--- src/rtl/cond_flag_unit_pkg.sv ---
// Shared instruction-field constants and helpers for the NZCV condition stage.
// Condition codes, flag-setting opcodes and word bit positions live here.
package cond_flag_unit_pkg;

  typedef enum logic [3:0] {
    COND_EQ = 4'h0, COND_NE = 4'h1,
    COND_CS = 4'h2, COND_CC = 4'h3,
    COND_MI = 4'h4, COND_PL = 4'h5,
    COND_VS = 4'h6, COND_VC = 4'h7,
    COND_HI = 4'h8, COND_LS = 4'h9,
    COND_GE = 4'hA, COND_LT = 4'hB,
    COND_GT = 4'hC, COND_LE = 4'hD,
    COND_AL = 4'hE, COND_NV = 4'hF
  } cond_e;

  localparam logic [3:0] OP_TST = 4'h8;
  localparam logic [3:0] OP_TEQ = 4'h9;
  localparam logic [3:0] OP_CMP = 4'hA;
  localparam logic [3:0] OP_CMN = 4'hB;

  localparam int COND_HI_B = 31;
  localparam int COND_LO_B = 28;
  localparam int OP_HI_B   = 24;
  localparam int OP_LO_B   = 21;
  localparam int S_B       = 20;

  function automatic logic is_fs(
    input logic [3:0] op,
    input logic       s
  );
    return s | (op == OP_TST) | (op == OP_TEQ) |
           (op == OP_CMP) | (op == OP_CMN);
  endfunction

endpackage

--- src/rtl/cond_flag_unit_cond_check.sv ---
// Combinational condition-code evaluator against {N,Z,C,V}.
// Shared with branch resolution.
module cond_check
  import cond_flag_unit_pkg::*;
(
  input  logic [3:0] cond,
  input  logic [3:0] nzcv,
  output logic       pass
);

  logic n, z, c, v;
  assign {n, z, c, v} = nzcv;

  always_comb begin
    pass = 1'b0;
    unique case (cond)
      COND_EQ: pass = z;
      COND_NE: pass = !z;
      COND_CS: pass = c;
      COND_CC: pass = !c;
      COND_MI: pass = n;
      COND_PL: pass = !n;
      COND_VS: pass = v;
      COND_VC: pass = !v;
      COND_HI: pass = c & !z;
      COND_LS: pass = !c | z;
      COND_GE: pass = (n == v);
      COND_LT: pass = (n != v);
      COND_GT: pass = !z & (n == v);
      COND_LE: pass = z | (n != v);
      COND_AL: pass = 1'b1;
      COND_NV: pass = 1'b0;
      default: pass = 1'b0;
    endcase
  end

endmodule

--- src/rtl/cond_flag_unit.sv ---
// One-entry decode->execute stage holding NZCV and evaluating conditions,
// stalling conditional instructions while flag writers are in flight.
module cond_flag_unit
  import cond_flag_unit_pkg::*;
#(
  parameter int MAX_PENDING = 3,
  parameter int CNT_W       = 2
) (
  input  logic        clk,
  input  logic        rst_n,
  input  logic        in_valid,
  input  logic [31:0] in_inst,
  output logic        in_ready,
  output logic        out_valid,
  output logic [31:0] out_inst,
  output logic        out_exec,
  input  logic        out_ready,
  input  logic        flag_we,
  input  logic [3:0]  flag_nzcv,
  output logic [3:0]  flags,
  output logic        err_underflow
);

  localparam logic [CNT_W-1:0] PMAX = CNT_W'(MAX_PENDING);

  logic [3:0]       flags_q, flags_d, flags_fwd;
  logic [CNT_W-1:0] pend_q, pend_d;
  logic             ov_q, ov_d;
  logic [31:0]      oi_q, oi_d;
  logic             oe_q, oe_d;
  logic             err_q, err_d;

  logic in_pass, held_pass, in_fs, held_fs;
  logic stage_free, dep_stall, full_stall;
  logic accept, inc, owed;

  assign flags_fwd = flag_we ? flag_nzcv : flags_q;

  cond_check u_in_cc (
    .cond (in_inst[COND_HI_B:COND_LO_B]),
    .nzcv (flags_fwd),
    .pass (in_pass)
  );

  cond_check u_held_cc (
    .cond (oi_q[COND_HI_B:COND_LO_B]),
    .nzcv (flags_fwd),
    .pass (held_pass)
  );

  assign in_fs   = is_fs(in_inst[OP_HI_B:OP_LO_B], in_inst[S_B]);
  assign held_fs = is_fs(oi_q[OP_HI_B:OP_LO_B], oi_q[S_B]);

  // Flags still owed once this cycle's write-back lands
  assign owed = pend_q > {{(CNT_W-1){1'b0}}, flag_we};

  assign stage_free = !ov_q | out_ready;
  assign dep_stall  = (in_inst[COND_HI_B:COND_LO_B] != COND_AL) &
                      (owed | (ov_q & held_fs & oe_q));
  assign full_stall = in_fs & (pend_q == PMAX);
  assign in_ready   = stage_free & !dep_stall & !full_stall;
  assign accept     = in_valid & in_ready;
  assign inc        = ov_q & out_ready & oe_q & held_fs;

  always_comb begin
    ov_d    = ov_q;
    oi_d    = oi_q;
    oe_d    = oe_q;
    flags_d = flags_fwd;
    pend_d  = pend_q;
    err_d   = flag_we & !inc & (pend_q == '0);
    if (accept) begin
      ov_d = 1'b1;
      oi_d = in_inst;
      oe_d = in_pass;
    end else if (ov_q & !out_ready) begin
      oe_d = held_pass;
    end else if (ov_q & out_ready) begin
      ov_d = 1'b0;
      oe_d = 1'b0;
    end
    unique case ({inc, flag_we})
      2'b10:   if (pend_q != PMAX) pend_d = pend_q + 1'b1;
      2'b01:   if (pend_q != '0)   pend_d = pend_q - 1'b1;
      default: pend_d = pend_q;
    endcase
  end

  always_ff @(posedge clk) begin
    if (!rst_n) begin
      flags_q <= '0;
      pend_q  <= '0;
      ov_q    <= 1'b0;
      oi_q    <= '0;
      oe_q    <= 1'b0;
      err_q   <= 1'b0;
    end else begin
      flags_q <= flags_d;
      pend_q  <= pend_d;
      ov_q    <= ov_d;
      oi_q    <= oi_d;
      oe_q    <= oe_d;
      err_q   <= err_d;
    end
  end

  assign out_valid     = ov_q;
  assign out_inst      = oi_q;
  assign out_exec      = oe_q;
  assign flags         = flags_q;
  assign err_underflow = err_q;

endmodule

--- config.mk ---
export PLATFORM = sky130hd
export DESIGN_NAME = cond_flag_unit
export DESIGN_NICKNAME = d
export VERILOG_FILES = /design/src/rtl/cond_flag_unit_pkg.sv /design/src/rtl/cond_flag_unit_cond_check.sv /design/src/rtl/cond_flag_unit.sv
export SDC_FILE = /design/constraint.sdc
export NUM_CORES = 1
export LEC_CHECK = 0
export ABC_AREA = 1
export ABC_CLOCK_PERIOD_IN_PS = 2090
export CORE_ASPECT_RATIO = 1.75
export CORE_MARGIN = 2
export CORE_UTILIZATION = 43
export CTS_CLUSTER_SIZE = 10
export DETAILED_ROUTE_END_ITERATION = 6
export GPL_ROUTABILITY_DRIVEN = 0
export PLACE_DENSITY = 0.83
export SKIP_CTS_REPAIR_TIMING = 1
export SLEW_MARGIN = 20
export SYNTH_ARGS = -nofsm -noshare
export SYNTH_HDL_FRONTEND = slang
export SYNTH_SLANG_ARGS = --single-unit
--- constraint.sdc ---
create_clock -name clk -period 2.09 [get_ports clk]
set_clock_uncertainty 0.1 [all_clocks]
set_input_delay 0.5225 -clock clk [delete_from_list [all_inputs] [get_ports clk]]
set_output_delay 0.5225 -clock clk [all_outputs]
set_load 0.02 [all_outputs]
# == After elaboration in Yosys (flattened, before gate mapping) ==
# Cells that the tools add are included.
# word_totals
romBits,0
latch_bits,0
input_bits,41
reg_bits,41
mem_count,0
ramBits,0
# op_classes
muxes,11
shifts,0
div,0
n_reduce_logical,18
n_addsub,2
eq_ne,48
n_mul,0
order_cmp,1
n_bitwise,27
# ops
op,n
"4-bit == test, second input constant",24
"4-bit by 3-bit == test with 1-bit output, second input constant",8
1-bit one-hot mux with 16 select lines,2
"4-bit by 2-bit == test with 1-bit output, second input constant",4
1-bit bitwise AND,15
1-bit bitwise OR,12
1-bit zero test,9
"4-bit by 1-bit == test with 1-bit output, second input constant",2
4-bit zero test,2
"2-bit != test, second input constant",4
2-bit nonzero test,3
1-bit 2-to-1 mux,5
"2-bit == test, second input constant",2
2-bit 2-to-1 mux,2
4-bit 2-to-1 mux,1
"4-bit != test, second input constant",1
2-bit one-hot mux with 2 select lines,1
3-bit AND reduction,1
3-bit nonzero test,1
"2-bit by 1-bit adder with 2-bit output, second input constant",1
"2-bit by 1-bit == test with 1-bit output, second input constant",1
2-bit by 1-bit > comparator with 1-bit output,1
2-bit zero test,1
2-bit AND reduction,1
other kinds (3),3

# == Logic depth before layout (Yosys ltp) ==
# Gate-level depths: netlist (run 1).
# depth
ltp_word,15
ltp_mapped,12
mapped_depth_nobuf,12

# == Modules after synthesis ==
# Synthesis (run 1) repeated with hierarchy kept, for this count alone.
# hier_totals
hier_cells,438
hier_area_um2,2557.5
# by_module_without_submodules
mod,cells_each,instances,area_each_um2,seq_area_each_um2
cond_flag_unit,348,1,2147.1,820.8
cond_check,45,2,205.2,0.0

# == Worst setup path after synthesis (run 1) ==
# OpenSTA, ideal clock, no wires.
# synth_timing
path_type,input port to output port
from,input port flag_we
to,output port in_ready
path_stages,7
path_slack_ps,272
t_arrival_ps,1195
path_buffers,0
cell_sequence,ha_1 > nor2_1 > nor2_1 > nand2_1 > nand2_1 > nand2_1 > inv_1
# synth_via
elab_chain_len,6
# synth_rtl
item,line_no,text
from (decl),cond_flag_unit.sv:18,"input logic flag_we,"
2-bit by 1-bit > comparator with 1-bit output,cond_flag_unit.sv:55,"assign owed = pend_q > {{(CNT_W-1){1'b0}}, flag_we};"
1-bit bitwise OR,cond_flag_unit.sv:59,(owed | (ov_q & held_fs & oe_q));
1-bit bitwise AND,cond_flag_unit.sv:58,assign dep_stall = (in_inst[COND_HI_B:COND_LO_B] != COND_AL) &
1-bit zero test,cond_flag_unit.sv:61,assign in_ready = stage_free & !dep_stall & !full_stall;
1-bit bitwise AND (2 in series),cond_flag_unit.sv:61,
to (decl),cond_flag_unit.sv:13,"output logic in_ready,"
# No other way between the ends.

# == Worst setup path after layout (run 1) ==
# layout_timing
from,input port in_inst[31]
to,output port in_ready
# layout_via
elab_chain_len,5
# layout_rtl
item,line_no,text
from (decl),cond_flag_unit.sv:12,"input logic [31:0] in_inst,"
4-bit != test,cond_flag_unit.sv:58,
1-bit bitwise AND,cond_flag_unit.sv:58,
1-bit zero test,cond_flag_unit.sv:61,
1-bit bitwise AND (2 in series),cond_flag_unit.sv:61,
# No other way between the ends.

==> impl_metrics.csv, run 1 <==
group,metric,value,unit
status,status,"complete, no violations",
yosys,yosys-top-cells-area,"dfxtp_1, nand2_1, a21oi_1",
timing,drv_slew,0,
timing,fin_ws,17.0,ps
grt,grt_most_used_layer,"met2",
drt,via_per_inst,5.07,
yosys,ys_seq_elements,41,
yosys,yosysWarnings,0,
floorplanning,rows,33,
finish,layout-drive-gt1-share,16.6,%
clock_network,numCtsBuffers,5,
yosys,synth_edf_count,0,
grt,grt_start_max_net_pins,34,
yosys,syn_nets,356,
finish,syn_to_final_growth,59.9,%
timing,rsz0062_at_grt,"true",
critical_path,path_cells,"clkdlybuf4s50_1 -> nand3_2 -> nand2_2 -> nand2_2 -> inv_2 -> buf_6",
critical_path,slowest_delay,510,ps
timing,setup_tns,0,ps
pwr,power.total,2.47,mW
timing,setup_violations,0,
place,dp_hpwl,4.54,mm
clock_network,clk_transition_reported_paths,80,ps
yosys,synth.cell_area,2060,um^2
drt,drt_iter0_markers,60,
drt,drt_wl_total,6.28,mm
critical_path,arrival,1450,ps
critical_path,crit_slowest_cell,"clkdlybuf4s50_1",
grt,grt_antenna_before_repair,0,
place,dp_slack,-745,ps
yosys,synthArstFlopShare,0,%
grt,grt_pass1_wl,9.79,mm
yosys,synth_compound_area_share,12.2,%
timing,relSlewSlack,80.8,%
yosys,synthSimpleGateAreaFrac,38.2,%
floorplanning,coreArea,4670,um^2
critical_path,path_common_cell,"nand2_2",
critical_path,critPathMaxFanout,2,
yosys,synth_top_flop_cell,"dfxtp_1",
yosys,yosysTopAreaCell,"dfxtp_1",
critical_path,startpoint_type,"input port",
critical_path,crit_required,1470,ps
drt,drcViolationCount,0,
finish,nets,463,
timing,max_freq,0.482,GHz
drt,vias,2404,
pwr,leakagePower,1.46,nW
yosys,synth_mux_area_share,0,%
flow_run,maxCapViolCount,0,
worst_hold_path,min-delay-path-class,"flop to flop",
yosys,synthAdderAreaFrac,0.606,%
floorplanning,die_w,56.4,um
timing,hold_viol_final,0,
yosys,synth_top_area_share,39.8,%
yosys,ys_types,24,
grt,grt_use_met3,4.34,%
pwr,ir_drop,731,uV
pwr,p_per_area,748,nW/um^2
place,io_buffers,80,
grt,grt_overflow_total,0,
finish,n_fill_cell,348,
timing,tightestPinTransition,285,ps
drt,antenna_left,0,
drt,dr.pass1.iters,4,
yosys,synth_xor_area_share,0.424,%
clock_network,clkSinkCount,41,
yosys,synth.most_common_cell,"nand2_1",
place,placed_cells,464,
yosys,synth_commonest_cells,"nand2_1, dfxtp_1, nor2_1",
clock_network,clk_path_buf_depth,2,
clock_network,h-tree-depth,2,
yosys,ys_seq_area_share,39.8,%
timing,finalCriticalPeriod,2070,ps
timing,fin_crit_sh,99.2,%
grt,grtUsageMet1,22.4,%
grt,first_global_vias,2309,
finish,final_cells,474,
critical_path,cp-end-kind,"output port",
grt,met2_usage,43.8,%
floorplanning,die_h,95.7,um
floorplanning,start_util,44.2,%
floorplanning,io_pins,81,
timing,hold_slack,365,ps
clock_network,clock_tree.root_cell,"clkbuf_8",
floorplanning,dieArea,5390,um^2
yosys,synth_top_family_by_area,"simple AND/OR/NAND/NOR gates",
yosys,avgSynthCellArea,6.57,um^2
drt,routedWlPerCell,13.2,um
finish,diodes,0,
clock_network,cts_tree,"done",
clock_network,clk_latency,290,ps
yosys,syn-instance-count,314,
grt,gr-usage-all-layers,23.0,%
critical_path,setup.worst_path.class,"input port to output port",
-- per-stage QoR --
| step | util, % | instance area [um^2] |
|---|---|---|
| floorplan | - | 2060 |
| global placement | 66.7 | 3110 |
| detailed placement | 66.7 | 3110 |
| CTS | 69.6 | 3250 |
| global route | 70.8 | 3300 |
| finish | 70.8 | 3300 |
-- worst max-delay path: cells and delay by family --
kind | cells | cell delay [ps]
buf+inv | 3 | 670
simple gates | 3 | 260
-- flip-flops by register name, indices dropped and copies added (netlist names) --
signal	count
out_inst	32
flags	4
pend_q	2
err_underflow	1
out_exec	1
out_valid	1
-- final cells by class --
cell class	count	area (um^2)	share of cell area, %
clock buffer	5	68.8	2.08
clock inverter	3	65.1	1.97
inverter	31	121	3.68
multi-input combinational	233	1090	33.1
sequential	41	822	24.9
tap	52	65.1	1.97
timing repair buffer	109	1070	32.3
-- report_power, final --
part | internal (mW) | total (mW) | switching (mW)
Combinational | 0.378 | 0.806 | 0.428
Clock | 0.474 | 0.752 | 0.278
Sequential | 0.858 | 0.910 | 0.0518
-- kinds of logic (layout without fill, tap and decap cells) --
group,after synthesis,after routing
AND/OR/NAND/NOR,181,181
AO/OA/AOI/OAI,50,50
flip-flops,41,41
buffers and inverters,40,148
adder cells (fa/ha/maj),1,1
XOR/XNOR,1,1
-- per-layer routing --
layer | vias to the layer above | wire length, um | share of wire (%)
li1 | 1200 | - | -
met1 | 1089 | 2310 | 37
met2 | 96 | 3360 | 54
met3 | 19 | 389 | 6.2
met4 | 0 | 214 | 3.4
met5 | - | 0 | 0
-- cell usage in the layout (no fill, tap or decap), types with 5 or more instances in the layout --
cell and instances:
nor2_1 38, clkbuf_8 5, nand3_1 16, nand2_2 10, dfxtp_1 40, inv_2 6, nand2_4 5, dlymetal6s2s_1 6
a21oi_1 37, buf_4 26, o21ai_0 10, clkdlybuf4s50_1 72, nand2_1 98, inv_1 23
-- final timing paths --
path | startpoint | endpoint | slack [ps] | cells after the start
worst max-delay path | in_inst[31] | in_ready | 20 | 6
worst min-delay path | out_inst[21] | out_inst[21] | 360 | 2
worst max register to register | pend_q[0] | out_inst[29] | 170 | 10
worst min register to register | out_inst[21] | out_inst[21] | 360 | 2
Note: power is estimated with default switching activity, not from simulation.
==> run 2: changes to the inputs <==
--- a/config.mk
+++ b/config.mk
@@ -10,6 +10,7 @@
 export CORE_ASPECT_RATIO = 1.75
 export CORE_MARGIN = 2
 export CORE_UTILIZATION = 43
+export CTS_CLUSTER_DIAMETER = 200
 export CTS_CLUSTER_SIZE = 10
 export DETAILED_ROUTE_END_ITERATION = 6
 export GPL_ROUTABILITY_DRIVEN = 0
==> results of run 2 <==
The final DEF is identical to that of run 1; final timing and power are the same.
==> run 3: changes to the inputs <==
--- a/config.mk
+++ b/config.mk
@@ -14,6 +14,7 @@
 export CTS_CLUSTER_SIZE = 10
 export DETAILED_ROUTE_END_ITERATION = 6
 export GPL_ROUTABILITY_DRIVEN = 0
+export MAX_ROUTING_LAYER = met4
 export PLACE_DENSITY = 0.83
 export SKIP_CTS_REPAIR_TIMING = 1
 export SLEW_MARGIN = 20
==> run 3 against run 2 <==
Against the previous run: core utilization stayed put; total power hardly changed; non-clock buffer count stayed put; register-to-register slack hardly changed; combinational power hardly changed; first-iteration DRC count is 17% higher; via count stayed put; sequential power hardly changed; routed wire length is 0.78% higher; count of clock-buffer cells in the layout stayed put; critical path type is now flop to output port; largest cell class unchanged; highest routed layer unchanged.
==> impl_metrics.csv, run 3 (synthesis results as in run 1) <==
group,metric,value,unit
timing,hold_viol_final,0,
pwr,ir_drop,728,uV
drt,drt_wl_total,6.33,mm
critical_path,setup.worst_path.class,"flop to output port",
clock_network,numCtsBuffers,5,
worst_hold_path,worstHoldEndpoint,"out_inst[21]",
critical_path,r2r_start,"pend_q[0]",
timing,tightestPinTransition,285,ps
clock_network,clk_transition_reported_paths,80,ps
floorplanning,die_h,95.7,um
worst_hold_path,min_from,"out_inst[21]",
finish,final_area,3300,um^2
critical_path,crit_required,1470,ps
critical_path,startpoint_type,"flop",
critical_path,path_cells,"inv_1 -> o21ai_0 -> nand3_1 -> nand2_1 -> nand2_2 -> nand2_2 -> inv_2 -> buf_6",
timing,relSlewSlack,80.8,%
timing,setup_tns,0,ps
drt,via_per_inst,5.07,
critical_path,cp-end-kind,"output port",
clock_network,clk_latency,290,ps
grt,gr-usage-all-layers,23.6,%
critical_path,reg2reg_to,"out_inst[29]",
drt,drcViolationCount,0,
finish,layout-drive-gt1-share,16.6,%
critical_path,crit_slowest_cell,"dfxtp_1",
grt,first_global_vias,2308,
drt,vias,2404,
clock_network,h-tree-depth,2,
place,dp_hpwl,4.54,mm
drt,routedWlPerCell,13.3,um
clock_network,clkSinkCount,41,
floorplanning,start_util,44.2,%
clock_network,clock_tree.root_cell,"clkbuf_8",
grt,grt_overflow_total,0,
timing,rsz0062_at_grt,"true",
place,placed_cells,464,
clock_network,cts_tree,"done",
floorplanning,rows,33,
floorplanning,die_w,56.4,um
finish,most-common-layout-cells,"nand2_1, clkdlybuf4s50_1, dfxtp_1, nor2_1, a21oi_1",
finish,diodes,0,
pwr,leakagePower,1.46,nW
finish,syn_to_final_growth,59.9,%
finish,largest_reg_flops,32,
critical_path,path_common_cell,"nand2_2",
floorplanning,dieArea,5390,um^2
finish,nets,463,
timing,finalCriticalPeriod,2080,ps
critical_path,slowest_delay,340,ps
grt,grt_antenna_before_repair,0,
worst_hold_path,min-delay-path-class,"flop to flop",
finish,final_util,70.8,%
timing,fin_crit_sh,99.6,%
timing,setup_violations,0,
pwr,p_per_area,748,nW/um^2
floorplanning,io_pins,81,
worst_hold_path,hold_depth,2,
critical_path,arrival,1460,ps
finish,final_cells,474,
finish,final_common_cell,"nand2_1",
clock_network,clk_path_buf_depth,2,
drt,drt_iter0_markers,70,
flow_run,maxCapViolCount,0,
place,place_area,3110,um^2
pwr,power.total,2.47,mW
floorplanning,coreArea,4670,um^2
drt,dr.pass1.iters,5,
timing,max_freq,0.481,GHz
status,status,"complete, no violations",
timing,drv_slew,0,
critical_path,r2r_slack,170,ps
drt,antenna_left,0,
grt,grt_pass1_wl,9.79,mm
grt,grt_start_max_net_pins,34,
critical_path,critPathMaxFanout,2,
critical_path,reg2reg_depth,10,
place,io_buffers,80,
## run 3: cell counts in the layout (fill, tap and decap cells not counted)
No cell type changed its count.
## run 3: per-stage QoR
| stage | setup WS, ps | hold slack, ps |
|---|---|---|
| floorplan | 272 | 366 |
| global placement | -767 | 350 |
| detailed placement | -745 | 355 |
| CTS | -755 | 367 |
| global route | -102 | 387 |
| finish | 9.01 | 365 |
## run 3: where the power goes
group | switching [mW] | internal, mW | leakage (nW)
combinational | 0.428 | 0.378 | 1.06
clock | 0.278 | 0.475 | 0.0681
sequential | 0.0521 | 0.858 | 0.338
## run 3: per-layer routing
metal / part of all wire, % / up-vias / GRT usage [%]
li1: - / 1202 / -
met1: 38 / 1091 / 22.9
met2: 54 / 94 / 43.8
met3: 4.8 / 17 / 3.53
met4: 3.4 / 0 / 13.9
met5: 0 / - / -
## run 3: how the worst max path moves through the flow
stage,slack [ps],to,cells after the start,from
5_1_grt,-100,in_ready,9,pend_q[0]
4_1_cts,-750,in_ready,9,flag_we
2_1_floorplan,270,in_ready,7,flag_we
6_report,9,in_ready,8,out_inst[24]
3_3_place_gp,-770,in_ready,9,flag_we
3_5_place_dp,-750,in_ready,9,flag_we
## run 3: area by class of cell
type,count,area [um^2]
fillers,348,1360
multi-input cells,233,1090
repair buffers,109,1070
flip-flops and latches,41,822
inverters,31,121
clock buffers,5,68.8
clock inverters,3,65.1
well taps,52,65.1
## run 3: worst max-delay path: cells and delay by family (launching register included)
kind                   cells  cell delay (ps)
flip-flops                 1              340
AND/OR/NAND/NOR            4              410
AO/OA/AOI/OAI              1              200
buffers and inverters      3              230
